--- config.mk ---
export PLATFORM = sky130hd
export DESIGN_NAME = connect4_drop_ctrl_flat
export DESIGN_NICKNAME = d
export VERILOG_FILES = /design/src/rtl/connect4_pkg.sv /design/src/rtl/connect4_drop_ctrl_if.sv /design/src/rtl/connect4_board_regs.sv /design/src/rtl/connect4_drop_ctrl.sv /design/src/flat_wrapper.sv
export SDC_FILE = /design/constraint.sdc
export NUM_CORES = 1
export LEC_CHECK = 0
export ABC_AREA = 1
export CAP_MARGIN = 30
export CORE_MARGIN = 4
export CORE_UTILIZATION = 55
export DETAILED_ROUTE_END_ITERATION = 16
export HOLD_SLACK_MARGIN = 0.02
export PLACE_DENSITY = 0.82
export SLEW_MARGIN = 20
export SYNTH_ARGS = -nofsm -noshare
export SYNTH_HDL_FRONTEND = slang
export SYNTH_HIERARCHICAL = 1
export SYNTH_SLANG_ARGS = --single-unit
--- constraint.sdc ---
create_clock -name clk -period 9.4 [get_ports clk]
set_input_delay 0.94 -clock clk [delete_from_list [all_inputs] [get_ports clk]]
set_output_delay 0.94 -clock clk [all_outputs]
set_load 0.02 [all_outputs]
--- src/rtl/connect4_pkg.sv ---
// Shared Connect-4 definitions: board geometry defaults, cell/winner codes,
// controller state encoding and a small turn helper.
// Imported by the drop controller, its board register file and the win checkers.
package connect4_pkg;

  localparam int ROWS_DEF = 6;
  localparam int COLS_DEF = 7;

  // Cell codes
  localparam logic [1:0] EMPTY = 2'b00;
  localparam logic [1:0] P1    = 2'b01;
  localparam logic [1:0] P2    = 2'b10;

  // Outcome codes
  localparam logic [1:0] WIN_NONE = 2'b00;
  localparam logic [1:0] WIN_P1   = 2'b01;
  localparam logic [1:0] WIN_P2   = 2'b10;
  localparam logic [1:0] WIN_DRAW = 2'b11;

  typedef enum logic [2:0] {
    ST_IDLE,
    ST_SCAN,
    ST_PLACE,
    ST_REPORT,
    ST_OVER
  } state_t;

  function automatic logic [1:0] other_player(input logic [1:0] p);
    return (p == P1) ? P2 : P1;
  endfunction

endpackage

--- src/rtl/connect4_drop_ctrl_if.sv ---
// Drop-request and move-report channel between the drop controller, the
// player-side requester and the win checkers.
// Ports: drop_valid/drop_col/drop_ready/illegal (request side),
// move_valid/move_row/move_col/move_player (report side), p1_win/p2_win (checker results).
interface connect4_drop_ctrl_if #(
  parameter int ROWS = 6,
  parameter int COLS = 7
) ();
  localparam int RW = $clog2(ROWS);
  localparam int CW = $clog2(COLS);

  logic          drop_valid;
  logic [CW-1:0] drop_col;
  logic          drop_ready;
  logic          illegal;
  logic          move_valid;
  logic [RW-1:0] move_row;
  logic [CW-1:0] move_col;
  logic [1:0]    move_player;
  logic          p1_win;
  logic          p2_win;

  // master: player/checker environment; slave: the drop controller
  modport master (
    output drop_valid, drop_col, p1_win, p2_win,
    input  drop_ready, illegal, move_valid, move_row, move_col, move_player
  );

  modport slave (
    input  drop_valid, drop_col, p1_win, p2_win,
    output drop_ready, illegal, move_valid, move_row, move_col, move_player
  );
endinterface

--- src/rtl/connect4_board_regs.sv ---
// Board register file: ROWS*COLS 2-bit cells, one combinational read port,
// one write port (applied at the clock edge), synchronous clear, async reset.
// Ports: clk, rst, clear, rd_row/rd_col -> rd_data, wr_en/wr_row/wr_col/wr_data, board (flat).
module connect4_board_regs
  import connect4_pkg::*;
#(
  parameter int ROWS = ROWS_DEF,
  parameter int COLS = COLS_DEF
) (
  input  logic                       clk,
  input  logic                       rst,
  input  logic                       clear,
  input  logic [$clog2(ROWS)-1:0]    rd_row,
  input  logic [$clog2(COLS)-1:0]    rd_col,
  output logic [1:0]                 rd_data,
  input  logic                       wr_en,
  input  logic [$clog2(ROWS)-1:0]    wr_row,
  input  logic [$clog2(COLS)-1:0]    wr_col,
  input  logic [1:0]                 wr_data,
  output logic [2*ROWS*COLS-1:0]     board
);
  localparam int N  = ROWS * COLS;
  localparam int IW = $clog2(N);

  logic [1:0]    cells [N];
  logic [IW-1:0] rd_idx;
  logic [IW-1:0] wr_idx;

  // Cell (r,c) lives at linear index r*COLS + c
  assign rd_idx = IW'(rd_row) * IW'(COLS) + IW'(rd_col);
  assign wr_idx = IW'(wr_row) * IW'(COLS) + IW'(wr_col);

  // Indices past the last cell read as empty
  always_comb begin
    rd_data = EMPTY;
    for (int i = 0; i < N; i++) begin
      if (rd_idx == IW'(i)) rd_data = cells[i];
    end
  end

  // Clear beats write so a new game started mid-move leaves nothing behind
  always_ff @(posedge clk or posedge rst) begin
    if (rst) begin
      for (int i = 0; i < N; i++) cells[i] <= EMPTY;
    end else if (clear) begin
      for (int i = 0; i < N; i++) cells[i] <= EMPTY;
    end else if (wr_en) begin
      for (int i = 0; i < N; i++) begin
        if (wr_idx == IW'(i)) cells[i] <= wr_data;
      end
    end
  end

  for (genvar g = 0; g < N; g++) begin : g_flat
    assign board[2*g +: 2] = cells[g];
  end

endmodule

--- src/rtl/connect4_drop_ctrl.sv ---
// Connect-4 move-entry controller: accepts a column drop, scans upward for the
// lowest empty cell, writes the mover's code, reports the move to the win
// checkers, then alternates turns or latches the outcome.
// Latency: move_valid k+3 cycles after acceptance onto a column holding k pieces;
// full column -> illegal after ROWS+1; out-of-range column -> illegal after 1.
// Backpressure: drop_ready only in IDLE; requests in SCAN..REPORT and OVER are ignored.
// Ports: clk, rst, new_game, bus (slave: drop/move/win channel), board, turn, winner.
module connect4_drop_ctrl
  import connect4_pkg::*;
#(
  parameter int ROWS = ROWS_DEF,
  parameter int COLS = COLS_DEF
) (
  input  logic                    clk,
  input  logic                    rst,
  input  logic                    new_game,
  connect4_drop_ctrl_if.slave     bus,
  output logic [2*ROWS*COLS-1:0]  board,
  output logic [1:0]              turn,
  output logic [1:0]              winner
);
  localparam int RW    = $clog2(ROWS);
  localparam int CW    = $clog2(COLS);
  localparam int NCELL = ROWS * COLS;
  localparam int NW    = $clog2(NCELL + 1);

  state_t        state;
  state_t        state_nxt;

  logic [CW-1:0] col_q;
  logic [RW-1:0] row_ptr;
  logic [NW-1:0] count;
  logic [1:0]    turn_q;
  logic [1:0]    winner_q;
  logic          illegal_q;
  logic [RW-1:0] move_row_q;
  logic [CW-1:0] move_col_q;
  logic [1:0]    move_player_q;

  logic          accept;
  logic          ptr_inc;
  logic          illegal_nxt;
  logic          wr_en;
  logic          toggle_turn;
  logic [1:0]    winner_nxt;
  logic          col_bad;
  logic [1:0]    cell_rd;

  assign col_bad = ({1'b0, bus.drop_col} >= (CW+1)'(COLS));

  connect4_board_regs #(.ROWS(ROWS), .COLS(COLS)) u_board (
    .clk     (clk),
    .rst     (rst),
    .clear   (new_game),
    .rd_row  (row_ptr),
    .rd_col  (col_q),
    .rd_data (cell_rd),
    .wr_en   (wr_en),
    .wr_row  (row_ptr),
    .wr_col  (col_q),
    .wr_data (turn_q),
    .board   (board)
  );

  always_ff @(posedge clk or posedge rst) begin
    if (rst) state <= ST_IDLE;
    else     state <= state_nxt;
  end

  always_comb begin
    state_nxt   = state;
    accept      = 1'b0;
    ptr_inc     = 1'b0;
    illegal_nxt = 1'b0;
    wr_en       = 1'b0;
    toggle_turn = 1'b0;
    winner_nxt  = winner_q;

    case (state)
      ST_IDLE: begin
        if (bus.drop_valid) begin
          if (col_bad) begin
            illegal_nxt = 1'b1;
          end else begin
            accept    = 1'b1;
            state_nxt = ST_SCAN;
          end
        end
      end
      ST_SCAN: begin
        if (cell_rd == EMPTY) begin
          state_nxt = ST_PLACE;
        end else if (row_ptr == RW'(ROWS - 1)) begin
          illegal_nxt = 1'b1;
          state_nxt   = ST_IDLE;
        end else begin
          ptr_inc = 1'b1;
        end
      end
      ST_PLACE: begin
        wr_en     = 1'b1;
        state_nxt = ST_REPORT;
      end
      ST_REPORT: begin
        // count already includes this move (bumped in PLACE)
        if (bus.p1_win)                  winner_nxt = WIN_P1;
        else if (bus.p2_win)             winner_nxt = WIN_P2;
        else if (count == NW'(NCELL))    winner_nxt = WIN_DRAW;

        if (winner_nxt != WIN_NONE) begin
          state_nxt = ST_OVER;
        end else begin
          toggle_turn = 1'b1;
          state_nxt   = ST_IDLE;
        end
      end
      ST_OVER: begin
        state_nxt = ST_OVER;
      end
      default: begin
        state_nxt = ST_IDLE;
      end
    endcase

    if (new_game) state_nxt = ST_IDLE;
  end

  always_ff @(posedge clk or posedge rst) begin
    if (rst) begin
      col_q         <= '0;
      row_ptr       <= '0;
      count         <= '0;
      turn_q        <= P1;
      winner_q      <= WIN_NONE;
      illegal_q     <= 1'b0;
      move_row_q    <= '0;
      move_col_q    <= '0;
      move_player_q <= EMPTY;
    end else if (new_game) begin
      // move_* deliberately keep their last values
      row_ptr   <= '0;
      count     <= '0;
      turn_q    <= P1;
      winner_q  <= WIN_NONE;
      illegal_q <= 1'b0;
    end else begin
      illegal_q <= illegal_nxt;
      winner_q  <= winner_nxt;
      if (accept) begin
        col_q   <= bus.drop_col;
        row_ptr <= '0;
      end
      if (ptr_inc) row_ptr <= row_ptr + 1'b1;
      if (wr_en) begin
        count         <= count + 1'b1;
        move_row_q    <= row_ptr;
        move_col_q    <= col_q;
        move_player_q <= turn_q;
      end
      if (toggle_turn) turn_q <= other_player(turn_q);
    end
  end

  assign bus.drop_ready  = (state == ST_IDLE);
  assign bus.illegal     = illegal_q;
  // A new game landing on the report cycle discards the move unreported
  assign bus.move_valid  = (state == ST_REPORT) && !new_game;
  assign bus.move_row    = move_row_q;
  assign bus.move_col    = move_col_q;
  assign bus.move_player = move_player_q;
  assign turn            = turn_q;
  assign winner          = winner_q;

endmodule

--- src/flat_wrapper.sv ---
// flat-port wrapper written by rule: the top's interface ports become plain ports
module connect4_drop_ctrl_flat import connect4_pkg::*;
#(
  parameter int ROWS = ROWS_DEF,
  parameter int COLS = COLS_DEF
)
  (clk, rst, new_game, board, turn, winner, bus_drop_valid, bus_drop_col, bus_p1_win, bus_p2_win, bus_drop_ready, bus_illegal, bus_move_valid, bus_move_row, bus_move_col, bus_move_player);
  connect4_drop_ctrl_if #(.ROWS(ROWS), .COLS(COLS)) bus_i ();
  input  logic clk;
  input  logic rst;
  input  logic new_game;
  output logic [2*ROWS*COLS-1:0] board;
  output logic [1:0] turn;
  output logic [1:0] winner;
  input wire logic [$bits(bus_i.drop_valid)-1:0] bus_drop_valid;
  input wire logic [$bits(bus_i.drop_col)-1:0] bus_drop_col;
  input wire logic [$bits(bus_i.p1_win)-1:0] bus_p1_win;
  input wire logic [$bits(bus_i.p2_win)-1:0] bus_p2_win;
  output wire logic [$bits(bus_i.drop_ready)-1:0] bus_drop_ready;
  output wire logic [$bits(bus_i.illegal)-1:0] bus_illegal;
  output wire logic [$bits(bus_i.move_valid)-1:0] bus_move_valid;
  output wire logic [$bits(bus_i.move_row)-1:0] bus_move_row;
  output wire logic [$bits(bus_i.move_col)-1:0] bus_move_col;
  output wire logic [$bits(bus_i.move_player)-1:0] bus_move_player;
  assign bus_i.drop_valid = bus_drop_valid;
  assign bus_i.drop_col = bus_drop_col;
  assign bus_i.p1_win = bus_p1_win;
  assign bus_i.p2_win = bus_p2_win;
  assign bus_drop_ready = bus_i.drop_ready;
  assign bus_illegal = bus_i.illegal;
  assign bus_move_valid = bus_i.move_valid;
  assign bus_move_row = bus_i.move_row;
  assign bus_move_col = bus_i.move_col;
  assign bus_move_player = bus_i.move_player;
  connect4_drop_ctrl #(.ROWS(ROWS), .COLS(COLS)) u_core (.clk(clk), .rst(rst), .new_game(new_game), .bus(bus_i), .board(board), .turn(turn), .winner(winner));
endmodule
==> run metrics <==
status completed; final hold viol count 0; Async SR Flop Fraction 100.0%; I/O pin total between 100 and 150; final net count 1036; Critical Path RT 9.68 ns; Yosys cell types between 40 and 50; Placer Congestion ~1; H-tree depth 3; clk sink count 112; initial antenna violation count 0; DR pass1 iterations 8; clk buf depth 2; Initial DRC Count 698; Filler Cell Count between 900 and 1000; largest area contributor in the netlist dfrtp_1; WL per Instance 16.39 um; Placeable Area between 10000 and 15000 um2; TritonCTS Buffers 9; DP Area 7909 um2; # diodes 0; max incr delay on CP 0.65 ns; die area 13950 um2; Main synth FF type dfrtp_1; clk root buf clkbuf_16; pwr dens 218.3 nW/um2; Setup Buffers After CTS 0; Worst Setup Start Kind flip-flop; final cell count without fillers 1143; Final Util 70.48%; FMAX 182.8 MHz; CTS tree yes; critical path class flip-flop to flip-flop; Critical Path AT 5.75 ns; initial core utilization 57.19%; wire length on met2 roughly 8500 um; dominant cells by area after synthesis dfrtp_1, nand2_1, o21ai_0; # rows 39; PostCTS Resize Cnt 0; post-DP HPWL 13890 um; Synth top area share 41.64%; drt drc 0; placed insts 1126; die height 118.1 um; Die X around 120 um; metal3 WL 1622 um; VDD IR-drop max 115.2 uV; first-pass GRT wire length 30990 um; Routed Antenna Nets 0; drt total wl 18740 um; Crit-path slowest cell dfrtp_1; most frequent cells in the layout nand2_1, inv_1, dfrtp_1; PortBufs 107; max-cap violation count 0; clk slew on worst S/H paths 0.07 ns; Post-synth EDFFs 0; CP delay by family, top simple AND/OR/NAND/NOR gates; vias in the first global route ~6000; unrepaired setup endpoints after global routing no; most common cell after layout, fill and taps aside nand2_1; leakage power approximately 3.8 nW; register bit total from synthesis 112; Avg Inst Size Synth around 7.5 um2; largest net degree at the start of global routing 57; synthesized area 6670 um2; Hold WC Path Type flip-flop to flip-flop; Post-Layout Inst Area between 8000 and 9000 um2; Max FO, Critical Path 14; Ys Warns 6; Min Clock Period, post-route 5.469 ns; final slew viol count 0; Syn-to-layout area delta 23.22%; top layer reached by signal wires met4; aggregate global-route resource usage 27.24%; DRT met1 WL slightly above 8000 um; global route overflow 0; syn_nets just over 900; sequential fraction of the synthesis area 42.04%; share of post-route cells with drive strength above 1 7.400%; total power approximately 1.8 mW; Worst Path Buf+Inv 5; cts-stage hold buffer count 0; Setup-failing EPs final 0; Setup TNS 0 ns; Final Skew 0.008128 ns; cell mode on critical path nand2_1; Vias/cell 5.572; clk_lat worst skew ~0.36 ns; crit end category flip-flop; Cells after Synth 890; worst slew pin tran approximately 0.93 ns; DR vias 6369; fin crit share roughly three fifths; Slew Limit Headroom between 30% and 40%
## metrics by stage
step | hold WS, ns | worst slack (ns)
floorplan | 0.4328 | 4.760
global placement | 0.4534 | 4.299
detailed placement | 0.4609 | 4.088
CTS | 0.4796 | 4.023
global route | 0.4968 | 3.437
finish | 0.4747 | 3.931
## layer usage
layer / GRT usage (%) / vias to the layer above
li1: - / 3049
met1: 37.72 / 2933
met2: 42.98 / 343
met3: 5.574 / 44
met4: 9.158 / 0
met5: 0 / -
## sequential cells by signal, summed over array words and instances (netlist names)
signal / count
u_core/row_ptr: 3
u_core/winner: 2
u_core/bus.illegal: 1
u_core/count: 6
u_core/state: 3
u_core/col_q: 3
u_core/bus.move_player: 2
u_core/u_board/board: 84
u_core/bus.move_col: 3
u_core/bus.move_row: 3
u_core/turn: 2
## report_power, final
part	switching, mW	total [mW]	internal (mW)
logic	0.511	0.790	0.279
registers	0.0690	0.611	0.542
clock network	0.183	0.392	0.210
total	0.763	1.79	1.03
## worst reg2reg max path, delay by kind of cell (launching register included)
family | cells | cell delay [ns]
adders and majority gates | 3 | 1.54
DFF | 1 | 0.65
AOI/OAI and AO/OA | 1 | 0.11
and+or+nand+nor | 23 | 2.52
buffers and inverters | 5 | 0.58
## synth_stat cells, types with 3 or more instances
library cell,number
nor2_4,6
nor2_2,6
nand3_1,52
fa_1,8
nand3_2,3
nand2_4,5
o21ai_0,89
inv_1,117
nor2_1,72
clkbuf_1,13
nand4_1,20
ha_1,24
nand2_2,3
nor3_1,11
dfrtp_1,111
inv_2,6
a21oi_1,29
nand2_1,267
o21ai_2,7
buf_2,3
or2_2,4
## final timing paths
path                            cells after the start                      end         startpoint  slack (ns)
worst min register to register                      1          u_core/count[4]    u_core/count[4]        0.47
worst max-delay path                               32        u_core/row_ptr[1]  u_core/row_ptr[1]        3.93
worst max register to register                     32        u_core/row_ptr[1]  u_core/row_ptr[1]        3.93
min in group asynchronous                           2         u_core/winner[1]                rst        1.00
max in group asynchronous                           4  u_core/u_board/board[7]                rst        7.78
worst min-delay path                                1          u_core/count[4]    u_core/count[4]        0.47
## area by class of cell
type	instances	area [um2]	share of cell area [%]
clock inverter	7	77.57	0.9438
tap	143	178.9	2.177
inverter	127	481.7	5.861
multi-input combinational	631	3288	40.01
clock buffer	9	225.2	2.740
sequential	112	2804	34.11
timing repair buffer	114	1164	14.16
## cells by family after synthesis
kind of cell    after synthesis  synth area share, %
simple gates                460                31.10
flops                       112                42.04
buf+inv                     147                8.666
xor+xnor                      3               0.3940
compound gates              136                10.90
fa+ha+maj                    32                6.903
Power figures use the tool's default switching activity.
